<file path="src/rtl/sram_sprite_fetcher.sv">
// Sprite fetcher: streams a width x height SRAM image as x/y-tagged pixels; colour key under SRAM_SPRITE_FETCHER_COLORKEY_EN.
// Latency: first read the cycle after start, first pixel RD_LATENCY+1 cycles after that, o_done two cycles after the last pixel.
// Backpressure: i_pix_ready stalls the pixel stream; reads are credited so in-flight plus buffered words never exceed FIFO_DEPTH.

module sram_sprite_fetcher_fifo #(
    parameter int WIDTH = 16,
    parameter int DEPTH = 4
) (
    input  logic                   i_clk,
    input  logic                   i_rst_n,
    input  logic                   i_push,
    input  logic [WIDTH-1:0]       i_push_dat,
    input  logic                   i_pop,
    output logic [WIDTH-1:0]       o_head_dat,
    output logic                   o_empty,
    output logic [$clog2(DEPTH):0] o_count
);
    localparam int AW = $clog2(DEPTH);

    logic [WIDTH-1:0] r_mem [DEPTH];
    logic [AW-1:0]    r_wr_ptr;
    logic [AW-1:0]    r_rd_ptr;
    logic [AW:0]      r_count;

    always_ff @(posedge i_clk or negedge i_rst_n) begin
        if (!i_rst_n) begin
            r_wr_ptr <= '0;
            r_rd_ptr <= '0;
            r_count  <= '0;
            for (int i = 0; i < DEPTH; i++) begin
                r_mem[i] <= '0;
            end
        end else begin
            if (i_push) begin
                r_mem[r_wr_ptr] <= i_push_dat;
                r_wr_ptr        <= r_wr_ptr + AW'(1);
            end
            if (i_pop) begin
                r_rd_ptr <= r_rd_ptr + AW'(1);
            end
            r_count <= r_count + (AW+1)'(i_push) - (AW+1)'(i_pop);
        end
    end

    assign o_head_dat = r_mem[r_rd_ptr];
    assign o_empty    = (r_count == '0);
    assign o_count    = r_count;
endmodule

module sram_sprite_fetcher #(
    parameter int ADDR_WIDTH  = 20,
    parameter int DATA_WIDTH  = 16,
    parameter int PIXEL_WIDTH = 4,
    parameter int DIM_WIDTH   = 11,
    parameter int RD_LATENCY  = 2,
    parameter int FIFO_DEPTH  = 4
`ifdef SRAM_SPRITE_FETCHER_COLORKEY_EN
    ,
    parameter logic [PIXEL_WIDTH-1:0] COLOR_KEY = '0
`endif
) (
    input  logic                   i_clk,
    input  logic                   i_rst_n,
    input  logic                   i_start,
    input  logic [ADDR_WIDTH-1:0]  i_base_addr,
    input  logic [DIM_WIDTH-1:0]   i_width,
    input  logic [DIM_WIDTH-1:0]   i_height,
    output logic                   o_sram_rd,
    output logic [ADDR_WIDTH-1:0]  o_sram_addr,
    input  logic [DATA_WIDTH-1:0]  i_sram_rdata,
    output logic                   o_pix_valid,
    input  logic                   i_pix_ready,
    output logic [PIXEL_WIDTH-1:0] o_pix_data,
    output logic [DIM_WIDTH-1:0]   o_pix_x,
    output logic [DIM_WIDTH-1:0]   o_pix_y,
    output logic                   o_pix_last,
    output logic                   o_busy,
    output logic                   o_done
`ifdef SRAM_SPRITE_FETCHER_COLORKEY_EN
    ,
    input  logic                   i_key_en,
    output logic                   o_pix_transparent
`endif
);
    localparam int PPW = DATA_WIDTH / PIXEL_WIDTH;
    localparam int NW  = 2 * DIM_WIDTH;
    localparam int SW  = (PPW > 1) ? $clog2(PPW) : 1;
    localparam int CW  = $clog2(FIFO_DEPTH) + 1;

    typedef enum logic [1:0] {S_IDLE, S_FETCH, S_DRAIN, S_DONE} state_t;

    state_t                r_state;
    logic [ADDR_WIDTH-1:0] r_base;
    logic [DIM_WIDTH-1:0]  r_width;
    logic [DIM_WIDTH-1:0]  r_height;
    logic [DIM_WIDTH-1:0]  r_x;
    logic [DIM_WIDTH-1:0]  r_y;
    logic [NW-1:0]         r_nwords;
    logic [NW-1:0]         r_issued;
    logic [SW-1:0]         r_sub;
    logic [RD_LATENCY-1:0] r_rd_sr;
    logic                  r_busy;
    logic                  r_done;

    logic [NW-1:0]          w_npix_in;
    logic [NW:0]            w_npix_round;
    logic [NW-1:0]          w_nwords_in;
    logic [CW-1:0]          w_inflight;
    logic [CW-1:0]          w_fifo_count;
    logic                   w_fifo_empty;
    logic [DATA_WIDTH-1:0]  w_fifo_head;
    logic                   w_rd;
    logic                   w_push;
    logic                   w_pop;
    logic                   w_fire;
    logic                   w_pix_active;
    logic                   w_last;
    logic                   w_sub_end;
    logic [PIXEL_WIDTH-1:0] w_pix;

    assign w_npix_in    = NW'(i_width) * NW'(i_height);
    assign w_npix_round = {1'b0, w_npix_in} + (NW+1)'(PPW - 1);
    assign w_nwords_in  = NW'(w_npix_round / (NW+1)'(PPW));

    // Reads still in the latency pipe count against the same credit pool as buffered words.
    always_comb begin
        w_inflight = '0;
        for (int i = 0; i < RD_LATENCY; i++) begin
            w_inflight = w_inflight + CW'(r_rd_sr[i]);
        end
    end

    assign w_rd   = (r_state == S_FETCH) && ((w_inflight + w_fifo_count) < CW'(FIFO_DEPTH));
    assign w_push = r_rd_sr[RD_LATENCY-1];

    always_ff @(posedge i_clk or negedge i_rst_n) begin
        if (!i_rst_n) begin
            r_rd_sr <= '0;
        end else begin
            r_rd_sr[0] <= w_rd;
            for (int i = 1; i < RD_LATENCY; i++) begin
                r_rd_sr[i] <= r_rd_sr[i-1];
            end
        end
    end

    sram_sprite_fetcher_fifo #(
        .WIDTH (DATA_WIDTH),
        .DEPTH (FIFO_DEPTH)
    ) u_fifo (
        .i_clk      (i_clk),
        .i_rst_n    (i_rst_n),
        .i_push     (w_push),
        .i_push_dat (i_sram_rdata),
        .i_pop      (w_pop),
        .o_head_dat (w_fifo_head),
        .o_empty    (w_fifo_empty),
        .o_count    (w_fifo_count)
    );

    assign w_pix_active = ((r_state == S_FETCH) || (r_state == S_DRAIN)) && !w_fifo_empty;
    assign w_pix        = w_fifo_head[r_sub*PIXEL_WIDTH +: PIXEL_WIDTH];
    assign w_last       = (r_x == r_width - DIM_WIDTH'(1)) && (r_y == r_height - DIM_WIDTH'(1));
    assign w_sub_end    = (r_sub == SW'(PPW - 1));
    assign w_fire       = w_pix_active && i_pix_ready;
    // The final word may be partial; its padding pixels are dropped by popping early.
    assign w_pop        = w_fire && (w_sub_end || w_last);

    always_ff @(posedge i_clk or negedge i_rst_n) begin
        if (!i_rst_n) begin
            r_state  <= S_IDLE;
            r_base   <= '0;
            r_width  <= '0;
            r_height <= '0;
            r_nwords <= '0;
            r_issued <= '0;
            r_x      <= '0;
            r_y      <= '0;
            r_sub    <= '0;
            r_busy   <= 1'b0;
            r_done   <= 1'b0;
        end else begin
            r_done <= 1'b0;
            case (r_state)
                S_IDLE: begin
                    if (i_start && !r_done) begin
                        r_base   <= i_base_addr;
                        r_width  <= i_width;
                        r_height <= i_height;
                        r_nwords <= w_nwords_in;
                        r_issued <= '0;
                        r_busy   <= 1'b1;
                        r_state  <= (w_npix_in == '0) ? S_DONE : S_FETCH;
                    end
                end
                S_FETCH: begin
                    if (w_rd) begin
                        r_issued <= r_issued + NW'(1);
                        if (r_issued + NW'(1) == r_nwords) begin
                            r_state <= S_DRAIN;
                        end
                    end
                end
                S_DRAIN: begin
                    if (w_fire && w_last) begin
                        r_state <= S_DONE;
                    end
                end
                default: begin
                    r_done  <= 1'b1;
                    r_busy  <= 1'b0;
                    r_state <= S_IDLE;
                end
            endcase

            if (w_fire) begin
                if (w_last) begin
                    r_x <= '0;
                    r_y <= '0;
                end else if (r_x == r_width - DIM_WIDTH'(1)) begin
                    r_x <= '0;
                    r_y <= r_y + DIM_WIDTH'(1);
                end else begin
                    r_x <= r_x + DIM_WIDTH'(1);
                end
                r_sub <= w_pop ? '0 : r_sub + SW'(1);
            end
        end
    end

    assign o_sram_rd   = w_rd;
    assign o_sram_addr = r_base + ADDR_WIDTH'(r_issued);
    assign o_pix_valid = w_pix_active;
    assign o_pix_data  = w_pix_active ? w_pix : '0;
    assign o_pix_x     = r_x;
    assign o_pix_y     = r_y;
    assign o_pix_last  = w_pix_active && w_last;
    assign o_busy      = r_busy;
    assign o_done      = r_done;

`ifdef SRAM_SPRITE_FETCHER_COLORKEY_EN
    assign o_pix_transparent = w_pix_active && i_key_en && (w_pix == COLOR_KEY);
`endif
endmodule

</file>
<file path="config.mk">
export PLATFORM = sky130hd
export DESIGN_NAME = sram_sprite_fetcher
export DESIGN_NICKNAME = d
export VERILOG_FILES = /design/src/rtl/sram_sprite_fetcher.sv
export SDC_FILE = /design/constraint.sdc
export NUM_CORES = 1
export LEC_CHECK = 0
export CORE_MARGIN = 1
export CORE_UTILIZATION = 50
export CTS_BUF_LIST = sky130_fd_sc_hd__clkbuf_4
export DETAILED_ROUTE_END_ITERATION = 16
export PLACE_DENSITY = 0.7
export REMOVE_ABC_BUFFERS = 1
export SYNTH_ARGS = -nofsm -noshare
export SYNTH_HDL_FRONTEND = slang
export SYNTH_SLANG_ARGS = --single-unit
export TNS_END_PERCENT = 1
</file>
<file path="constraint.sdc">
create_clock -name i_clk -period 5.13 [get_ports i_clk]
set_clock_uncertainty 0.2 [all_clocks]
set_input_delay 0.7695 -clock i_clk [delete_from_list [all_inputs] [get_ports i_clk]]
set_output_delay 0.7695 -clock i_clk [all_outputs]
set_load 0.05 [all_outputs]
</file>
# After elaboration in Yosys (flattened, before gate mapping)
# Index checks and enable logic that the tools add are counted.
[totals]
register_bits = 186
output_inout_bits = 51
in_bits = 62
word_cells = 101
[op_classes]
n_mux = 24
shifts = 1
bitwise = 3
eq_ne = 10
order_cmp = 4
n_reduce_logical = 25
addsub = 14
n_mul = 1
[op_table]
columns = ["cell", "count"]
rows = [
  ["$bwmux W64", 1],
  ["$mux W16", 3],
  ["$mux W11", 4],
  ["$mux W22", 2],
  ["$pmux W22 S2", 1],
  ["$bmux W16 S2", 1],
  ["$demux W16 S2", 1],
  ["$add A22 B2 Y23 const B", 1],
  ["$add A11 B1 Y11 const B", 2],
  ["$add A22 B1 Y22 const B", 1],
  ["$eq A11 B11 Y1", 2],
  ["$eq A22 B21 Y1", 1],
  ["$logic_not A22 Y1", 1],
  ["$mul A11 B11 Y22", 1],
  ["$sub A11 B1 Y11 const B", 2],
  ["$add A20 B20 Y20", 1],
  ["$shiftx A16 B5 Y4", 1],
  ["$mux W2", 6],
  ["$logic_and A1 B1 Y1", 9],
  ["$add A2 B1 Y2 const B", 3],
  ["$ge A3 B3 Y1 const B", 2],
  ["$not A2 Y3", 2],
  ["$pmux W2 S3", 1],
  ["$reduce_and A2 Y1", 3],
  ["23 further kinds", 30],
]

# Logic depth before layout (Yosys ltp)
# Gate-level depths: netlist of run 1.
[depth]
word_depth = 7
depth_mapped = 22
depth_no_buf = 21

# Hierarchy
# A second synthesis of run 1 with hierarchy kept.
[hier_totals]
hier_cells = 1512
hier_area_um2 = 15253.4
[modules_own_cells]
columns = ["module", "area_each_um2", "instances", "cells_per_inst"]
rows = [
  ["sram_sprite_fetcher", 11897.7, 1, 1326],
  ["sram_sprite_fetcher_fifo", 3355.7, 1, 186],
]

# Least setup slack after synthesis of run 1
# OpenSTA, ideal clock, no wires.
[synth_timing]
path_kind = "in2reg"
start = "in i_width[0]"
end = "reg r_nwords[19]"
path_slack_ns = -1.156
required_ns = 4.801
path_stages = 20
path_buffers = 1
setup_time_ns = 0.129
arrival_ns = 5.957
cell_sequence = "buf_1 nand2_1 fa_1 fa_1 inv_1 fa_1 fa_1 inv_1 fa_1 inv_1 ha_1 nand3_1 or4_1 a31oi_1 xor2_1 o2111ai_2 nor4_4 nand4b_1 xnor2_1 o21ai_1"
[synth_between]
elab_chain_len = 2
[synth_lines]
columns = ["element", "line_no", "rtl"]
rows = [
  ["from (decl)", "66", "input logic [DIM_WIDTH-1:0] i_width,"],
  ["$mul A11 B11 Y22", "121", "assign w_npix_in = NW'(i_width) * NW'(i_height);"],
  ["$add A22 B2 Y23", "122", "assign w_npix_round = {1'b0, w_npix_in} + (NW+1)'(PPW - 1);"],
  ["to (signal assigned)", "190", "r_nwords <= w_nwords_in;"],
  ["to (decl)", "98", "logic [NW-1:0] r_nwords;"],
]
# No other way between the ends.
# A chain may end at the register's enable or synchronous reset.

# Worst setup path after layout of run 1
[layout_timing]
start = "in i_width[6]"
end = "reg r_nwords[19]"
# The elaborated chain is that of the path after synthesis.

==> results of run 1 <==
==> flip-flops by register name, indices dropped and copies added (netlist names), 11 cells and up <==
register	flops
r_height	11
r_base	20
o_pix_y	11
r_issued	22
o_pix_x	11
r_nwords	21
u_fifo.r_mem	64
r_width	11
==> stage by stage <==
| stage | utilization | setup WS [ns] | hold WS [ns] | power [mW] |
|---|---|---|---|---|
| floorplan | - | -0.987 | 0.160 | 7.42 |
| global placement | 0.585 | -1.64 | 0.168 | 9.76 |
| detailed placement | 0.585 | -1.73 | 0.179 | 9.97 |
| CTS | 0.603 | -0.532 | 0.0560 | 11.3 |
| global route | 0.612 | -0.526 | 0.0951 | 12.5 |
| finish | 0.612 | -0.360 | 0.0741 | 11.6 |
==> per-layer routing <==
metal	GRT usage	wire [um]
met3	0.0353	1470
met4	0.0598	494
met1	0.304	15600
met2	0.405	17700
met5	0	0
==> kinds of logic (layout without fill, tap and decap cells) <==
| group | count (synthesis) | after routing | synth area share |
|---|---|---|---|
| other | 0 | 1 | 0 |
| AO/OA/AOI/OAI | 226 | 226 | 0.100 |
| buffers and inverters | 212 | 412 | 0.0537 |
| multiplexers | 136 | 136 | 0.116 |
| adder cells (fa/ha/maj) | 179 | 179 | 0.188 |
| flip-flops | 186 | 186 | 0.307 |
| XOR/XNOR | 122 | 122 | 0.0705 |
| AND/OR/NAND/NOR | 463 | 463 | 0.165 |
==> layout by cell type, fill, tap and decap left out, types with 8 or more instances in the layout <==
cell	synthesis	layout
nand4_1	19	19
nand2b_1	16	16
nand2_1	132	119
nand3_1	34	33
buf_4	2	121
inv_1	143	135
fa_1	82	76
o21ai_1	10	11
and3_1	23	21
mux4_2	20	20
clkbuf_4	0	17
a21o_1	12	12
nor3_1	24	24
nand2_2	2	13
nor2_1	66	65
ha_4	0	12
xnor2_1	82	78
and2_1	82	74
o21ai_0	72	67
xor2_1	40	40
buf_6	0	14
clkdlybuf4s50_1	0	82
a21oi_1	33	29
mux2_2	107	107
and2_4	0	8
o31ai_1	23	22
dfrtp_1	186	186
ha_1	96	82
inv_2	1	9
==> worst paths after layout <==
path	startpoint	endpoint	slack (ns)
setup reg to reg	r_width[0]	u_fifo.o_count[2]	0.80
setup / recovery	i_width[6]	r_nwords[19]	-0.36
hold / removal	i_rst_n	u_fifo.r_mem[36]	0.07
min in group i_clk	r_rd_sr[0]	r_rd_sr[1]	0.23
hold reg to reg	r_rd_sr[0]	r_rd_sr[1]	0.23
max in group asynchronous	i_rst_n	r_height[3]	3.72
==> power by group through the flow <==
stage	registers (mW)	logic, mW	clock network, mW
after floorplan	2.56	4.85	0
after global placement	2.59	7.17	0
after detailed placement	2.63	7.34	0
after CTS	2.60	7.76	0.932
after global routing	2.67	8.87	0.981
final	2.60	8.13	0.897
==> cell type report <==
class                   count  area, um2  share of cell area
well taps                 390        488              0.0268
clock inverters            14        186              0.0103
flip-flops and latches    186       4650               0.256
repair buffers            237       2100               0.115
clock buffers              17        128             0.00702
diodes                      1       2.50            0.000138
inverters                 144        541              0.0297
multi-input cells        1126      10100               0.555
==> critical path: cells and delay by family <==
family / cells / cell delay [ns]
XOR/XNOR: 2 / 0.32
AND/OR/NAND/NOR: 5 / 1.02
buffers and inverters: 9 / 0.86
AO/OA/AOI/OAI: 2 / 0.21
adder cells (fa/ha/maj): 6 / 2.56
==> timing repair <==
action,in CTS,in global routing
pin swaps,35,45
setup endpoints to repair,21,21
hold buffers,0,0
setup buffers,3,6
gates resized for setup,153,59
==> results.py, run 1 <==
metrics = {
    "timing": {
        "period_needed_ns": 5.49,
        "rsz0062_at_grt": "yes",
        "hold_viol_final": 0,
        "max_slew_margin": 0.253,
        "fin_ws_ns": -0.360,
        "setup_viol": 11,
        "fmax_ghz": 0.182,
        "tns_ns": -2.79,
        "fin_crit_sh": 1.07,
        "maxSlewViolCount": 0,
        "tightest_slew_ns": 1.12,
    },
    "die": {
        "start_util": 0.510,
        "die_area_um2": 31000,
        "ios": 113,
        "fp.dieW_um": 176,
        "rows": 63,
        "die_h_um": 176,
        "core_area_um2": 29700,
    },
    "grt": {
        "grt_pass1_wl_mm": 58.1,
        "grtUsageTotal": 0.233,
        "grt_pass1_vias": 11800,
        "antenna_found_initial": 1,
        "grt_max_degree": 105,
        "grt_overflow_total": 0,
    },
    "synth": {
        "synth_top_area_share": 0.307,
        "synthTopCellsByArea": "dfrtp_1 (31%), fa_1 (11%), mux2_2 (8.0%)",
        "ys.flop_type": "dfrtp_1",
        "yosys.cell_types.count": 87,
        "yosysMostFrequentCell": "dfrtp_1",
        "yosys.area.top_type": "dfrtp_1",
        "synth_common_cells": "dfrtp_1 (186), inv_1 (143), nand2_1 (132), mux2_2 (107), ha_1 (96)",
        "async_reset_ff_frac": 1.00,
        "synth_seq_cells": 186,
        "synth_cells": 1524,
        "yosysWarnings": 0,
        "avgSynthCellArea_um2": 9.94,
        "ys_seq_area_frac": 0.307,
        "synth_edf_count": 0,
        "syn_area_um2": 15200,
    },
    "place": {
        "dp.cells": 2074,
        "dp_hpwl_mm": 27.1,
        "port_buffers": 112,
        "place.gp.congestion": 0.876,
        "dpl_cell_area_um2": 17400,
    },
    "detailed_routing": {
        "vias_per_cell": 5.51,
        "vias": 11700,
        "drcViolationCount": 0,
        "totalWireLength_mm": 35.3,
        "ant_nets": 0,
        "post_drt_wl_per_cell_um": 16.7,
        "dr.pass1.iters": 5,
        "first_iter_violations": 589,
    },
    "clocking": {
        "clock-sinks": 186,
        "cts_max_path_buffers": 2,
        "clk_latency_ns": 0.59,
        "cts-root-buf": "clkbuf_4",
        "cts-buffers-inserted": 17,
        "tritoncts": "yes",
        "ctsHtreeMaxLevel": 4,
        "path_clk_slew_ns": 0.16,
    },
    "critical_path": {
        "required_ns": 5.39,
        "slowest_stage": "fa_1",
        "r2r_cells": 16,
        "crit_chain": "buf_6 > buf_6 > buf_6 > buf_4 > and2_4 > fa_1 > inv_1 > fa_1 > inv_1 > fa_1 > inv_1 > fa_1 > inv_1 > ha_4 > ha_4 > or3_1 > o211ai_1 > nand2_2 > xnor2_2 > nor4_1 > buf_4 > nand4b_1 > xnor2_1 > o21ai_1",
        "crit_fanout": 5,
        "critPathMaxStageDelay_ns": 0.54,
        "cp-start-kind": "input pin",
        "endpoint_kind": "flop",
        "arrival_ns": 5.75,
        "critical_path_class": "input pin to flop",
    },
    "cells_and_area": {
        "fillCellCount": 2481,
        "layout-drive-gt1-share": 0.244,
        "finalNonFillerCells": 2115,
        "final_net_count": 1952,
        "syn_to_final_growth_pct": 19.9,
        "design_area_um2": 18200,
    },
    "power": {
        "p_int_mw": 6.44,
        "switching_power_mw": 5.19,
        "power_frac_clock": 0.077,
        "p_sw_frac": 0.446,
        "p_per_area_nw_per_um2": 640,
        "leakagePower_nw": 8.21,
        "seqPwrFrac": 0.223,
        "peakVddDrop_mv": 0.462,
        "comb_power_share": 0.699,
    },
    "outcome": {
        "status": "finished with violations",
        "violations": "setup timing",
    },
    "run": {
        "drv_cap": 0,
    },
    "min_path": {
        "hp-class": "input pin to async pin",
    },
}
Note: power is estimated with default switching activity, not from simulation.
==> run 2, diff against run 1 <==
CAP_MARGIN = 15   (was unset)
==> results of run 2 <==
No change in the layout: final DEF, timing and power equal those of run 1.
==> run 3, diff against run 2 <==
CAP_MARGIN = 20   (was 15)
CTS_CLUSTER_SIZE = 16   (was unset)
==> results.py, run 3 (synthesized netlist as in run 1, its figures left out) <==
metrics = {
    "outcome": {
        "status": "finished with violations",
        "violations": "setup timing",
    },
    "place": {
        "place.gp.congestion": 0.876,
        "port_buffers": 112,
        "dpl_cell_area_um2": 17400,
        "dp_hpwl_mm": 27.1,
    },
    "clocking": {
        "cts-buffers-inserted": 17,
        "cts_max_path_buffers": 2,
        "clock-sinks": 186,
        "tritoncts": "yes",
        "cts-root-buf": "clkbuf_4",
        "path_clk_slew_ns": 0.16,
        "ctsHtreeMaxLevel": 4,
        "clk_latency_ns": 0.59,
    },
    "detailed_routing": {
        "post_drt_wl_per_cell_um": 16.7,
        "wl_met3_mm": 1.38,
        "dr.pass1.iters": 5,
        "first_iter_violations": 591,
        "top_layer": "met4",
        "drcViolationCount": 0,
        "met1_length_mm": 15.7,
        "dr_wl_met2_mm": 17.7,
        "ant_nets": 0,
        "vias": 11700,
        "totalWireLength_mm": 35.3,
        "vias_per_cell": 5.51,
    },
    "critical_path": {
        "cp-start-kind": "input pin",
        "crit_fanout": 5,
        "reg2reg_slack_ns": 0.80,
        "r2r_cells": 16,
        "required_ns": 5.39,
        "arrival_ns": 5.75,
        "critical_path_class": "input pin to flop",
        "r2r_end": "u_fifo.o_count[2]",
        "regToRegStartpoint": "r_width[0]",
        "endpoint_kind": "flop",
    },
    "grt": {
        "grt_pass1_wl_mm": 58.1,
        "grtUsageTotal": 0.233,
        "grt_max_degree": 105,
        "grt_pass1_vias": 11800,
        "antenna_found_initial": 1,
        "grt_overflow_total": 0,
    },
    "die": {
        "core_area_um2": 29700,
        "start_util": 0.510,
        "die_area_um2": 31000,
        "fp.dieW_um": 176,
        "rows": 63,
        "ios": 113,
        "die_h_um": 176,
    },
    "power": {
        "peakVddDrop_mv": 0.461,
        "leakagePower_nw": 8.22,
        "p_per_area_nw_per_um2": 640,
    },
    "run": {
        "drv_cap": 0,
    },
    "cells_and_area": {
        "syn_to_final_growth_pct": 20.1,
        "ff_latch_area_um2": 4650,
        "design_area_um2": 18200,
        "final_cell_mix": "dfrtp_1 (186), inv_1 (135), buf_4 (121)",
        "layout-drive-gt1-share": 0.244,
        "final_net_count": 1953,
        "largest_register_ffs": 64,
        "largest_register": "u_fifo.r_mem",
        "layout_commonest_cell": "dfrtp_1",
        "fillCellCount": 2479,
        "reg_top3": "u_fifo.r_mem (64), r_issued (22), r_nwords (21)",
        "multi_input_comb_area_um2": 10100,
    },
    "timing": {
        "maxSlewViolCount": 0,
        "hold_viol_final": 0,
        "fmax_ghz": 0.182,
        "max_slew_margin": 0.415,
        "fin_ws_ns": -0.362,
        "fin_crit_sh": 1.07,
        "tightest_slew_ns": 0.877,
        "tns_ns": -2.79,
        "rsz0062_at_grt": "yes",
        "setup_viol": 11,
        "period_needed_ns": 5.49,
    },
    "min_path": {
        "hp-class": "input pin to async pin",
    },
}
-- run 3: cell types whose count changed in the layout (fill, tap and decap cells not counted), sizes merged --
cell / delta
buf: +1
-- run 3: layer usage --
layer,vias to the layer above,GRT usage
met5,-,0
met4,0,0.0598
met3,29,0.0353
met2,247,0.405
met1,5767,0.304
li1,5616,-
-- run 3: timing repair --
action                                  CTS  global route
setup buffers                             3             6
hold buffers                              0             0
resized for setup                       153            59
gates cloned                              0             0
endpoints found under the setup margin   21            21
pin swaps                                35            45
-- run 3: stage by stage --
| stage | total power, mW | setup slack [ns] | std cells | utilization | hold slack (ns) |
|---|---|---|---|---|---|
| finish | 11.6 | -0.362 | 2116 | 0.613 | 0.0730 |
| global route | 12.5 | -0.526 | 2116 | 0.613 | 0.0951 |
| CTS | 11.3 | -0.532 | 2108 | 0.603 | 0.0560 |
| detailed placement | 9.97 | -1.73 | 2074 | 0.585 | 0.179 |
| global placement | 9.76 | -1.64 | 2074 | 0.585 | 0.168 |
| floorplan | 7.42 | -0.987 | 1456 | - | 0.160 |
-- run 3: worst max-delay path: stages --
cell and delay, ns:
buf_6 0.10, buf_6 0.11, buf_6 0.12, buf_4 0.14
and2_4 0.15, fa_1 0.48, inv_1 0.06, fa_1 0.53
inv_1 0.05, fa_1 0.54, inv_1 0.06, fa_1 0.53
inv_1 0.06, ha_4 0.24, ha_4 0.24, or3_1 0.37
o211ai_1 0.14, nand2_2 0.11, xnor2_2 0.15, nor4_1 0.25
buf_4 0.16, nand4b_1 0.14, xnor2_1 0.17, o21ai_1 0.07
-- run 3: layout make-up --
type	instances	share of cell area
timing repair buffer	238	0.117
clock inverter	14	0.0102
antenna	1	0.000137
clock buffer	17	0.00701
multi-input combinational	1126	0.554
sequential	186	0.256
inverter	144	0.0297
tap	390	0.0268
-- run 3: worst max path at each step --
stage / from / to / slack [ns] / cells past startpoint
after detailed placement: i_height[4] / r_state[1] / -1.73 / 20
after floorplan: i_width[0] / r_nwords[19] / -0.99 / 19
after global placement: i_width[2] / r_state[1] / -1.64 / 20
after global routing: i_width[3] / r_nwords[19] / -0.53 / 21
after CTS: i_height[3] / r_nwords[19] / -0.53 / 20
final: i_width[6] / r_nwords[19] / -0.36 / 24
-- run 3: report_power, final --
part           internal, mW  switching (mW)
Combinational          4.05            4.10
Clock                 0.348           0.549
Sequential             2.05           0.543
Total                  6.45            5.19
